## src/rtl/port_irq_controller.sv

```systemverilog
// Peripheral-port interrupt controller: latches per-source requests, masks them,
// picks the lowest-index winner and runs a request/ack/EOI handshake with the CPU.
module port_irq_controller #(
  parameter int unsigned NUM_SRC = 32,
  parameter int unsigned ID_W    = 5
) (
  input  logic               clkCPU,
  input  logic               reset,
  input  logic [NUM_SRC-1:0] irqIn,
  input  logic               read,
  input  logic               write,
  input  logic [2:0]         regSel,
  input  logic [31:0]        dataIn,
  output logic [31:0]        dataOut,
  output logic               dataOutValid,
  output logic               cpuIrq,
  output logic [ID_W-1:0]    irqVector,
  input  logic               irqAck
);

  typedef enum logic [1:0] {
    ST_IDLE    = 2'd0,
    ST_REQ     = 2'd1,
    ST_SERVICE = 2'd2
  } state_t;

  localparam logic [2:0] SEL_PEND   = 3'd0;
  localparam logic [2:0] SEL_MASK   = 3'd1;
  localparam logic [2:0] SEL_MODE   = 3'd2;
  localparam logic [2:0] SEL_STATUS = 3'd3;
  localparam logic [2:0] SEL_EOI    = 3'd4;

  state_t               r_state, w_state_nxt;
  logic                 r_cpuIrq, w_cpuIrq_nxt;
  logic [ID_W-1:0]      r_irqVector, w_vec_nxt;
  logic [ID_W-1:0]      r_inService, w_inService_nxt;
  logic [NUM_SRC-1:0]   r_pending, r_mask, r_mode, r_prev;
  logic [31:0]          r_dataOut;
  logic                 r_dataOutValid;

  logic [NUM_SRC-1:0]   w_din, w_eligible, w_w1c, w_ack_clr, w_l2e;
  logic [NUM_SRC-1:0]   w_edge_nxt, w_pend_nxt;
  logic [ID_W-1:0]      w_winner;
  logic                 w_any, w_ack_take;
  logic                 w_wr_pend, w_wr_mask, w_wr_mode, w_wr_eoi;
  logic [31:0]          w_rdata;

  assign w_din     = dataIn[NUM_SRC-1:0];
  assign w_wr_pend = write && (regSel == SEL_PEND);
  assign w_wr_mask = write && (regSel == SEL_MASK);
  assign w_wr_mode = write && (regSel == SEL_MODE);
  assign w_wr_eoi  = write && (regSel == SEL_EOI);

  assign w_eligible = r_pending & r_mask;

  // Fixed priority: lowest eligible index wins.
  always_comb begin
    w_winner = '0;
    w_any    = 1'b0;
    for (int unsigned i = 0; i < NUM_SRC; i++) begin
      if (w_eligible[i] && !w_any) begin
        w_winner = ID_W'(i);
        w_any    = 1'b1;
      end
    end
  end

  always_comb begin
    w_state_nxt     = r_state;
    w_cpuIrq_nxt    = r_cpuIrq;
    w_vec_nxt       = r_irqVector;
    w_inService_nxt = r_inService;
    w_ack_take      = 1'b0;
    case (r_state)
      ST_IDLE: begin
        if (w_any) begin
          w_state_nxt  = ST_REQ;
          w_cpuIrq_nxt = 1'b1;
          w_vec_nxt    = w_winner;
        end
      end
      ST_REQ: begin
        // Ack takes priority over a same-cycle loss of eligibility.
        if (irqAck) begin
          w_ack_take      = 1'b1;
          w_inService_nxt = r_irqVector;
          w_cpuIrq_nxt    = 1'b0;
          w_state_nxt     = ST_SERVICE;
        end else if (!w_any) begin
          w_cpuIrq_nxt = 1'b0;
          w_state_nxt  = ST_IDLE;
        end else begin
          w_vec_nxt = w_winner;
        end
      end
      ST_SERVICE: begin
        w_cpuIrq_nxt = 1'b0;
        w_vec_nxt    = r_inService;
        if (w_wr_eoi) w_state_nxt = ST_IDLE;
      end
      default: begin
        w_state_nxt  = ST_IDLE;
        w_cpuIrq_nxt = 1'b0;
      end
    endcase
  end

  // Edge sources: a new rising edge beats any same-cycle clear.
  assign w_w1c      = w_wr_pend ? w_din : '0;
  assign w_ack_clr  = w_ack_take ? (NUM_SRC'(1) << r_irqVector) : '0;
  assign w_l2e      = w_wr_mode ? (w_din & ~r_mode) : '0;
  assign w_edge_nxt = (irqIn & ~r_prev) | (r_pending & ~(w_w1c | w_ack_clr));
  assign w_pend_nxt = ((r_mode & w_edge_nxt) | (~r_mode & irqIn)) & ~w_l2e;

  always_comb begin
    w_rdata = '0;
    case (regSel)
      SEL_PEND:   w_rdata = 32'(r_pending);
      SEL_MASK:   w_rdata = 32'(r_mask);
      SEL_MODE:   w_rdata = 32'(r_mode);
      SEL_STATUS: begin
        w_rdata[31:30]     = r_state;
        w_rdata[ID_W-1:0]  = r_irqVector;
      end
      default:    w_rdata = '0;
    endcase
  end

  always_ff @(posedge clkCPU) begin
    if (reset) begin
      r_state     <= ST_IDLE;
      r_cpuIrq    <= 1'b0;
      r_irqVector <= '0;
      r_inService <= '0;
    end else begin
      r_state     <= w_state_nxt;
      r_cpuIrq    <= w_cpuIrq_nxt;
      r_irqVector <= w_vec_nxt;
      r_inService <= w_inService_nxt;
    end
  end

  always_ff @(posedge clkCPU) begin
    if (reset) begin
      r_pending      <= '0;
      r_mask         <= '0;
      r_mode         <= '1;
      r_prev         <= '0;
      r_dataOut      <= '0;
      r_dataOutValid <= 1'b0;
    end else begin
      r_pending      <= w_pend_nxt;
      r_prev         <= irqIn;
      r_dataOutValid <= read;
      if (read)      r_dataOut <= w_rdata;
      if (w_wr_mask) r_mask    <= w_din;
      if (w_wr_mode) r_mode    <= w_din;
    end
  end

  assign dataOut      = r_dataOut;
  assign dataOutValid = r_dataOutValid;
  assign cpuIrq       = r_cpuIrq;
  assign irqVector    = r_irqVector;

endmodule

```

## config.mk

```make
export PLATFORM = sky130hd
export DESIGN_NAME = port_irq_controller
export DESIGN_NICKNAME = d
export VERILOG_FILES = /design/src/rtl/port_irq_controller.sv
export SDC_FILE = /design/constraint.sdc
export NUM_CORES = 1
export LEC_CHECK = 0
export ABC_CLOCK_PERIOD_IN_PS = 2100
export CAP_MARGIN = 5
export CORE_MARGIN = 2
export CORE_UTILIZATION = 51
export CTS_BUF_LIST = sky130_fd_sc_hd__clkbuf_4
export DETAILED_ROUTE_END_ITERATION = 10
export PLACE_DENSITY = 0.78
export SYNTH_ARGS = -nofsm -noshare
export SYNTH_HDL_FRONTEND = slang
export SYNTH_SLANG_ARGS = --single-unit
```

## constraint.sdc

```tcl
create_clock -name clkCPU -period 2.1 [get_ports clkCPU]
set_input_delay 0.63 -clock clkCPU [delete_from_list [all_inputs] [get_ports clkCPU]]
set_output_delay 0.63 -clock clkCPU [all_outputs]
set_load 0.01 [all_outputs]
```

==> results of run 1 <==
## worst register-to-register path, cell delays in order, from the launching register on
cell	delay (ps)
dfxtp_1	360
a22oi_1	400
nand3_1	210
nor4_4	170
buf_4	190
nand3_2	110
o21ai_2	250
buf_4	160
o22ai_1	50
## final cells by class
class / instances / share of cell area [%]
multi-input combinational: 714 / 41.56
tap: 188 / 2.418
timing repair buffer: 172 / 16.42
clock buffer: 18 / 1.389
clock inverter: 14 / 1.955
inverter: 7 / 0.2701
sequential: 174 / 35.96
antenna: 1 / 0.02572
## metal layers
layer / GRT usage, % / vias to the layer above / wire length, µm
li1: - / 3631 / -
met1: 36.58 / 3446 / 9686
met2: 43.14 / 292 / 10040
met3: 6.742 / 45 / 1750
met4: 10.80 / 0 / 629
met5: 0 / - / 0
## sequential cells by signal, indices dropped and copies added (netlist names)
name,flops
cpuIrq,1
r_state,2
r_prev,32
r_mode,32
r_inService,5
dataOutValid,1
irqVector,5
r_mask,32
r_pending,32
dataOut,32
## placed cells by master (no fill, tap or decap), types with 3 or more instances in the layout
master           instances
nand2b_1                 3
o2111ai_1               32
dlygate4sd2_1           39
nor2_1                  54
buf_4                   56
mux2i_1                 25
o22ai_1                  4
inv_6                    3
nand2_1                246
mux4_2                   7
inv_1                    7
a21oi_1                140
a22oi_1                  5
a22oi_2                  7
o21ai_0                 33
clkinv_1                 3
a22oi_4                  3
o211ai_1                32
buf_12                   7
clkdlybuf4s50_1         69
a32oi_1                  7
clkbuf_4                18
a211oi_1                 5
dfxtp_2                  3
nand3_1                  7
dfxtp_4                  3
a22o_1                   4
bufinv_16                4
nor2b_1                 70
dfxtp_1                168
o32ai_1                  3
## report_power, final
group	switching [µW]	internal [µW]	leakage (µW)
sequential	137	3460	0.00143
clock	1210	960	0.000166
combinational	492	464	0.00215
total	1830	4880	0.00375
## path summary, 6_finish.rpt
path / startpoint / slack [ps] / endpoint
worst max-delay path: r_mask[14] / 110 / irqVector[3]
worst min-delay path: reset / 420 / r_inService[2]
worst max register to register: r_mask[14] / 110 / irqVector[3]
worst min register to register: r_mask[30] / 500 / r_mask[30]
## timing repair
item | in CTS | in global routing
setup buffers | 0 | 1
pin swaps | 0 | 1
resized for setup | 48 | 2
endpoints found under the setup margin | 39 | 4
hold buffers | 0 | 0
endpoints found under the hold margin | 0 | 0
## per-stage QoR
step	worst slack (ps)	cells
2_1_floorplan	117.1	949
3_3_place_gp	-145.4	1254
3_5_place_dp	-169.0	1254
4_1_cts	55.54	1286
5_1_grt	-11.93	1288
6_report	106.4	1288
## cells by family (layout without fill, tap and decap cells)
group                  count (synthesis)  in the layout  share of synthesized area (%)
buffers and inverters                 61            211                          3.037
AO/OA/AOI/OAI                        286            286                          23.97
flip-flops                           174            174                          44.97
multiplexers                          32             32                          5.266
other                                  0              1                              0
AND/OR/NAND/NOR                      396            396                          22.76
==> results.yml, run 1 <==
worst_setup_path:
  critPathKind: "reg2reg"
  cp_num_buf_inv: 2
  cp-end-kind: "flop"
  path_cells: "a22oi_1 -> nand3_1 -> nor4_4 -> buf_4 -> nand3_2 -> o21ai_2 -> buf_4 -> o22ai_1"
  critPathRequiredTime_ps: 2580
  ff2ff_path_depth: 8
  crit_top_cell: "buf_4"
  cp-start-kind: "flop"
  cp_max_fo: 5
  critPathArrivalTime_ps: 2480
  max_stage_delay_ps: 400
  crit_cells: 8
  crit_family: "compound AO/OA/AOI/OAI gates"
  slowest_stage: "a22oi_1"
layout:
  multiInputGateArea_um2: 4043
  ff_latch_area_um2: 3498
  fin_util_pct: 64.71
  nets: 1158
  fin_area_um2: 9728
  drive_gt1_share_pct: 11.56
  area_growth_pct: 25.59
  n_fill_cell: 1309
synth:
  async_flop_share_pct: 0
  ys_top_cells_by_area: "dfxtp_1 45%, nand2_1 12%, a21oi_1 9.0%, nor2b_1 5.7%, o2111ai_1 3.6%"
  synth_common_cells: "246 x nand2_1, 174 x dfxtp_1, 140 x a21oi_1"
  yosys.cell_types.count: 48
  syn_avg_cell_area_um2: 8.162
  ys_seq_area_share_pct: 44.97
  synth_edf_count: 0
  syn_inst: 949
  syn_area_um2: 7746
  dominantRegCellSynth: "dfxtp_1"
  yosysMostFrequentCell: "nand2_1"
  ys_warn_count: 0
  synth_top_area_cell: "dfxtp_1"
  ys_seq_elements: 174
  synth_fp_nets: 1021
  synth_top_cell_area_share_pct: 44.97
sta:
  setup-tns-final_ps: 0
  hold_violations: 0
  post-route-period-util_pct: 94.93
  finalClockSkew_ps: 13.59
  max_freq_mhz: 501.6
  finalSetupViolCount: 0
  report.final.slew_viol_count: 0
  worst_pin_slew_ps: 651.3
  final.min_clock_period_ps: 1994
  worst_hold_slack_ps: 418.9
  maxSlewHeadroom_pct: 56.47
die:
  core_um2: 15030
  die_w_um: 127.2
  dieArea_um2: 16190
  start_util_pct: 51.53
  die_h_um: 127.2
  io_pins: 111
  rows: 45
place:
  io_buffers: 110
  place_area_um2: 9420
  gp_congestion: 1.005
  post-dp-hpwl_mm: 15.11
clock_network:
  cts_tree: "built"
  cts_root_buffer: "clkbuf_4"
  clkTransAtPathRegs_ps: 140
  cts.sinks: 174
  clk_latency_ps: 590
  numCtsBuffers: 17
  clock_path_buffers: 2
  htreeDepth: 4
detailed_routing:
  routed_wl_mm: 22.10
  drc_errors: 0
  first_iter_violations: 918
  avgRoutedWirePerCell_um: 17.16
  num_vias: 7414
  ant_nets: 0
  first_pass_iters: 5
  vias_per_cell: 5.756
pwr:
  p_leak_uw: 0.003747
  power_density_nw_per_um2: 690.2
  power_uw: 6714
  ir_worst_vdd_v: 0.0007099
global_routing:
  grt.total_usage_pct: 27.44
  grt_max_degree: 100
  grt_pass1_vias: 6835
  grt_pass1_wl_mm: 35.05
  antenna_found_initial: 1
  grt_remaining_overflow: 0
run_status:
  status: "finished, final reports clean"
min_path:
  hold_depth: 2
  hold_class: "in2reg"
flow_run:
  drv_cap: 0
Note: power is estimated with default switching activity, not from simulation.
==> run 2: changes to the inputs <==
--- a/config.mk
+++ b/config.mk
@@ -5,6 +5,7 @@
 export SDC_FILE = /design/constraint.sdc
 export NUM_CORES = 1
 export LEC_CHECK = 0
+export ABC_AREA = 0
 export ABC_CLOCK_PERIOD_IN_PS = 2100
 export CAP_MARGIN = 5
 export CORE_MARGIN = 2
==> results of run 2 <==
Final layout, timing and power as in run 1 (identical DEF).
==> run 3: changes to the inputs <==
--- a/config.mk
+++ b/config.mk
@@ -7,12 +7,13 @@
 export LEC_CHECK = 0
 export ABC_AREA = 0
 export ABC_CLOCK_PERIOD_IN_PS = 2100
-export CAP_MARGIN = 5
+export CAP_MARGIN = 20
 export CORE_MARGIN = 2
 export CORE_UTILIZATION = 51
-export CTS_BUF_LIST = sky130_fd_sc_hd__clkbuf_4
+export CTS_BUF_LIST = sky130_fd_sc_hd__clkbuf_2 sky130_fd_sc_hd__clkbuf_4 sky130_fd_sc_hd__clkbuf_8
 export DETAILED_ROUTE_END_ITERATION = 10
 export PLACE_DENSITY = 0.78
+export SETUP_SLACK_MARGIN = 0.2
 export SYNTH_ARGS = -nofsm -noshare
 export SYNTH_HDL_FRONTEND = slang
 export SYNTH_SLANG_ARGS = --single-unit
==> run 3 against run 2 <==
  * First-iteration DRC count fell by 10%
  * Power up 5.0%
  * Clock power grew 14%
  * Sequential share of layout area shrank 0.74 points
  * Critical path type is now in2reg
  * Critical endpoint is now r_pending[17]
==> results.yml, run 3 (synthesis gave the netlist of run 1 again) <==
clock_network:
  cts.sinks: 174
  clkTransAtPathRegs_ps: 90
  cts_tree: "built"
  cts_root_buffer: "clkbuf_8"
  clk_latency_ps: 470
  numCtsBuffers: 17
  cts_hold_buf: 0
  clock_path_buffers: 2
  htreeDepth: 4
worst_setup_path:
  r2r-start: "r_mask[14]"
  cp-end-kind: "flop"
  path_cells: "clkdlybuf4s50_1 -> nand3b_1 -> nor2_2 -> buf_4 -> nand2_1 -> o2111ai_1 -> a21oi_1"
  critPathArrivalTime_ps: 2240
  critPathKind: "in2reg"
  max_stage_delay_ps: 560
  ff2ff_path_depth: 7
  r2r_setup_slack_ps: 200
  critPathRequiredTime_ps: 2440
  cp_max_fo: 4
  r2r_end: "irqVector[0]"
  slowest_stage: "clkdlybuf4s50_1"
  cp-start-kind: "input port"
global_routing:
  gr-usage-met1_pct: 37.75
  met2_usage_pct: 43.55
  grt_max_degree: 123
  grt_pass1_wl_mm: 35.82
  grt_use_met3_pct: 6.407
  antenna_found_initial: 0
  grt_remaining_overflow: 0
  grt_pass1_vias: 6921
  grt.total_usage_pct: 27.87
  grt-busiest-layer: "met2"
min_path:
  hold_class: "reg2reg"
  worst_hold_startpoint: "r_mask[12]"
  hold_end: "r_mask[12]"
  hold_depth: 2
sta:
  hold_violations: 0
  max_freq_mhz: 525.3
  worst_pin_slew_ps: 672.2
  rsz0062_at_grt: "true"
  finalSetupViolCount: 0
  setup-tns-final_ps: 0
  post-route-period-util_pct: 90.65
  final.min_clock_period_ps: 1904
  finalClockSkew_ps: 10.13
  maxSlewHeadroom_pct: 55.08
  report.final.slew_viol_count: 0
pwr:
  p_int_uw: 5140
  p_leak_uw: 0.003821
  power_density_nw_per_um2: 709.1
  combPwrFrac_pct: 13.9
  ir_worst_vdd_v: 0.0005125
  power.net_switching_uw: 1913
  switching_share_pct: 27.12
  seqPwrFrac_pct: 51.1
  clockPowerShare_pct: 35.0
  power_uw: 7053
die:
  start_util_pct: 51.53
  die_h_um: 127.2
  dieArea_um2: 16190
  io_pins: 111
  core_um2: 15030
  rows: 45
  die_w_um: 127.2
place:
  io_buffers: 110
  post-dp-hpwl_mm: 14.93
  gp_congestion: 0.9650
layout:
  n_fill_cell: 1261
  num_antenna_cells: 0
  area_growth_pct: 28.41
  drive_gt1_share_pct: 13.79
  nets: 1161
  final_common_cell: "nand2_1"
  mostFrequentLayoutCells: "245 x nand2_1, 160 x dfxtp_1, 140 x a21oi_1"
detailed_routing:
  ant_nets: 0
  drc_errors: 0
  first_iter_violations: 822
  num_vias: 7577
  first_pass_iters: 5
  vias_per_cell: 5.874
  routed_wl_mm: 22.52
  avgRoutedWirePerCell_um: 17.46
flow_run:
  drv_cap: 0
run_status:
  status: "finished, final reports clean"
[run 3: worst max-delay path by stage]
stage	end	startpoint	slack (ps)
4_1_cts	irqVector[4]	r_mask[22]	200
3_3_place_gp	r_pending[9]	irqAck	-180
6_report	r_pending[17]	irqAck	200
5_1_grt	irqVector[2]	r_mask[12]	140
3_5_place_dp	r_pending[17]	irqAck	-220
2_1_floorplan	r_pending[26]	regSel[1]	180
[run 3: layout make-up]
cell class	count	area (µm²)	area share [%]
Timing Repair Buffer	175	1628	16.36
Clock buffer	22	296.5	2.981
Sequential cell	174	3503	35.22
Inverter	7	26.28	0.2642
Clock inverter	10	126.4	1.270
Multi-Input combinational cell	714	4131	41.53
Tap cell	188	235.2	2.365
[run 3: power groups by stage]
stage / combinational (µW) / clock [µW] / sequential [µW]
2_1_floorplan: 496 / 0 / 3650
3_3_place_gp: 915 / 0 / 3660
3_5_place_dp: 927 / 0 / 3670
4_1_cts: 925 / 2490 / 3590
5_1_grt: 1050 / 2660 / 3620
6_report: 979 / 2470 / 3600
[run 3: timing repair]
action / 4_1_cts / 5_1_grt
endpoints found under the setup margin: 44 / 19
pin swaps: 10 / 20
resized for setup: 49 / 25
setup buffers: 5 / 12
[run 3: per-layer routing]
layer,wire [µm],vias up
li1,-,3630
met1,9932,3595
met2,10360,307
met3,1730,45
met4,496,0
met5,0,-
[run 3: stage by stage]
step | setup slack [ps] | util (%) | cell area [µm²] | instances | hold slack (ps)
2_1_floorplan | 182.2 | - | 7760 | 949 | 454.9
3_3_place_gp | -180.9 | 62.01 | 9323 | 1241 | 467.4
3_5_place_dp | -216.6 | 62.01 | 9323 | 1241 | 474.2
4_1_cts | 202.1 | 64.98 | 9768 | 1278 | 483.5
5_1_grt | 140.2 | 66.17 | 9947 | 1290 | 498.8
6_report | 196.2 | 66.17 | 9947 | 1290 | 486.6
[run 3: critical path, delay by kind of cell]
kind / cells / cell delay (ps)
compound gates: 2 / 400
buf+inv: 2 / 700
simple gates: 3 / 510
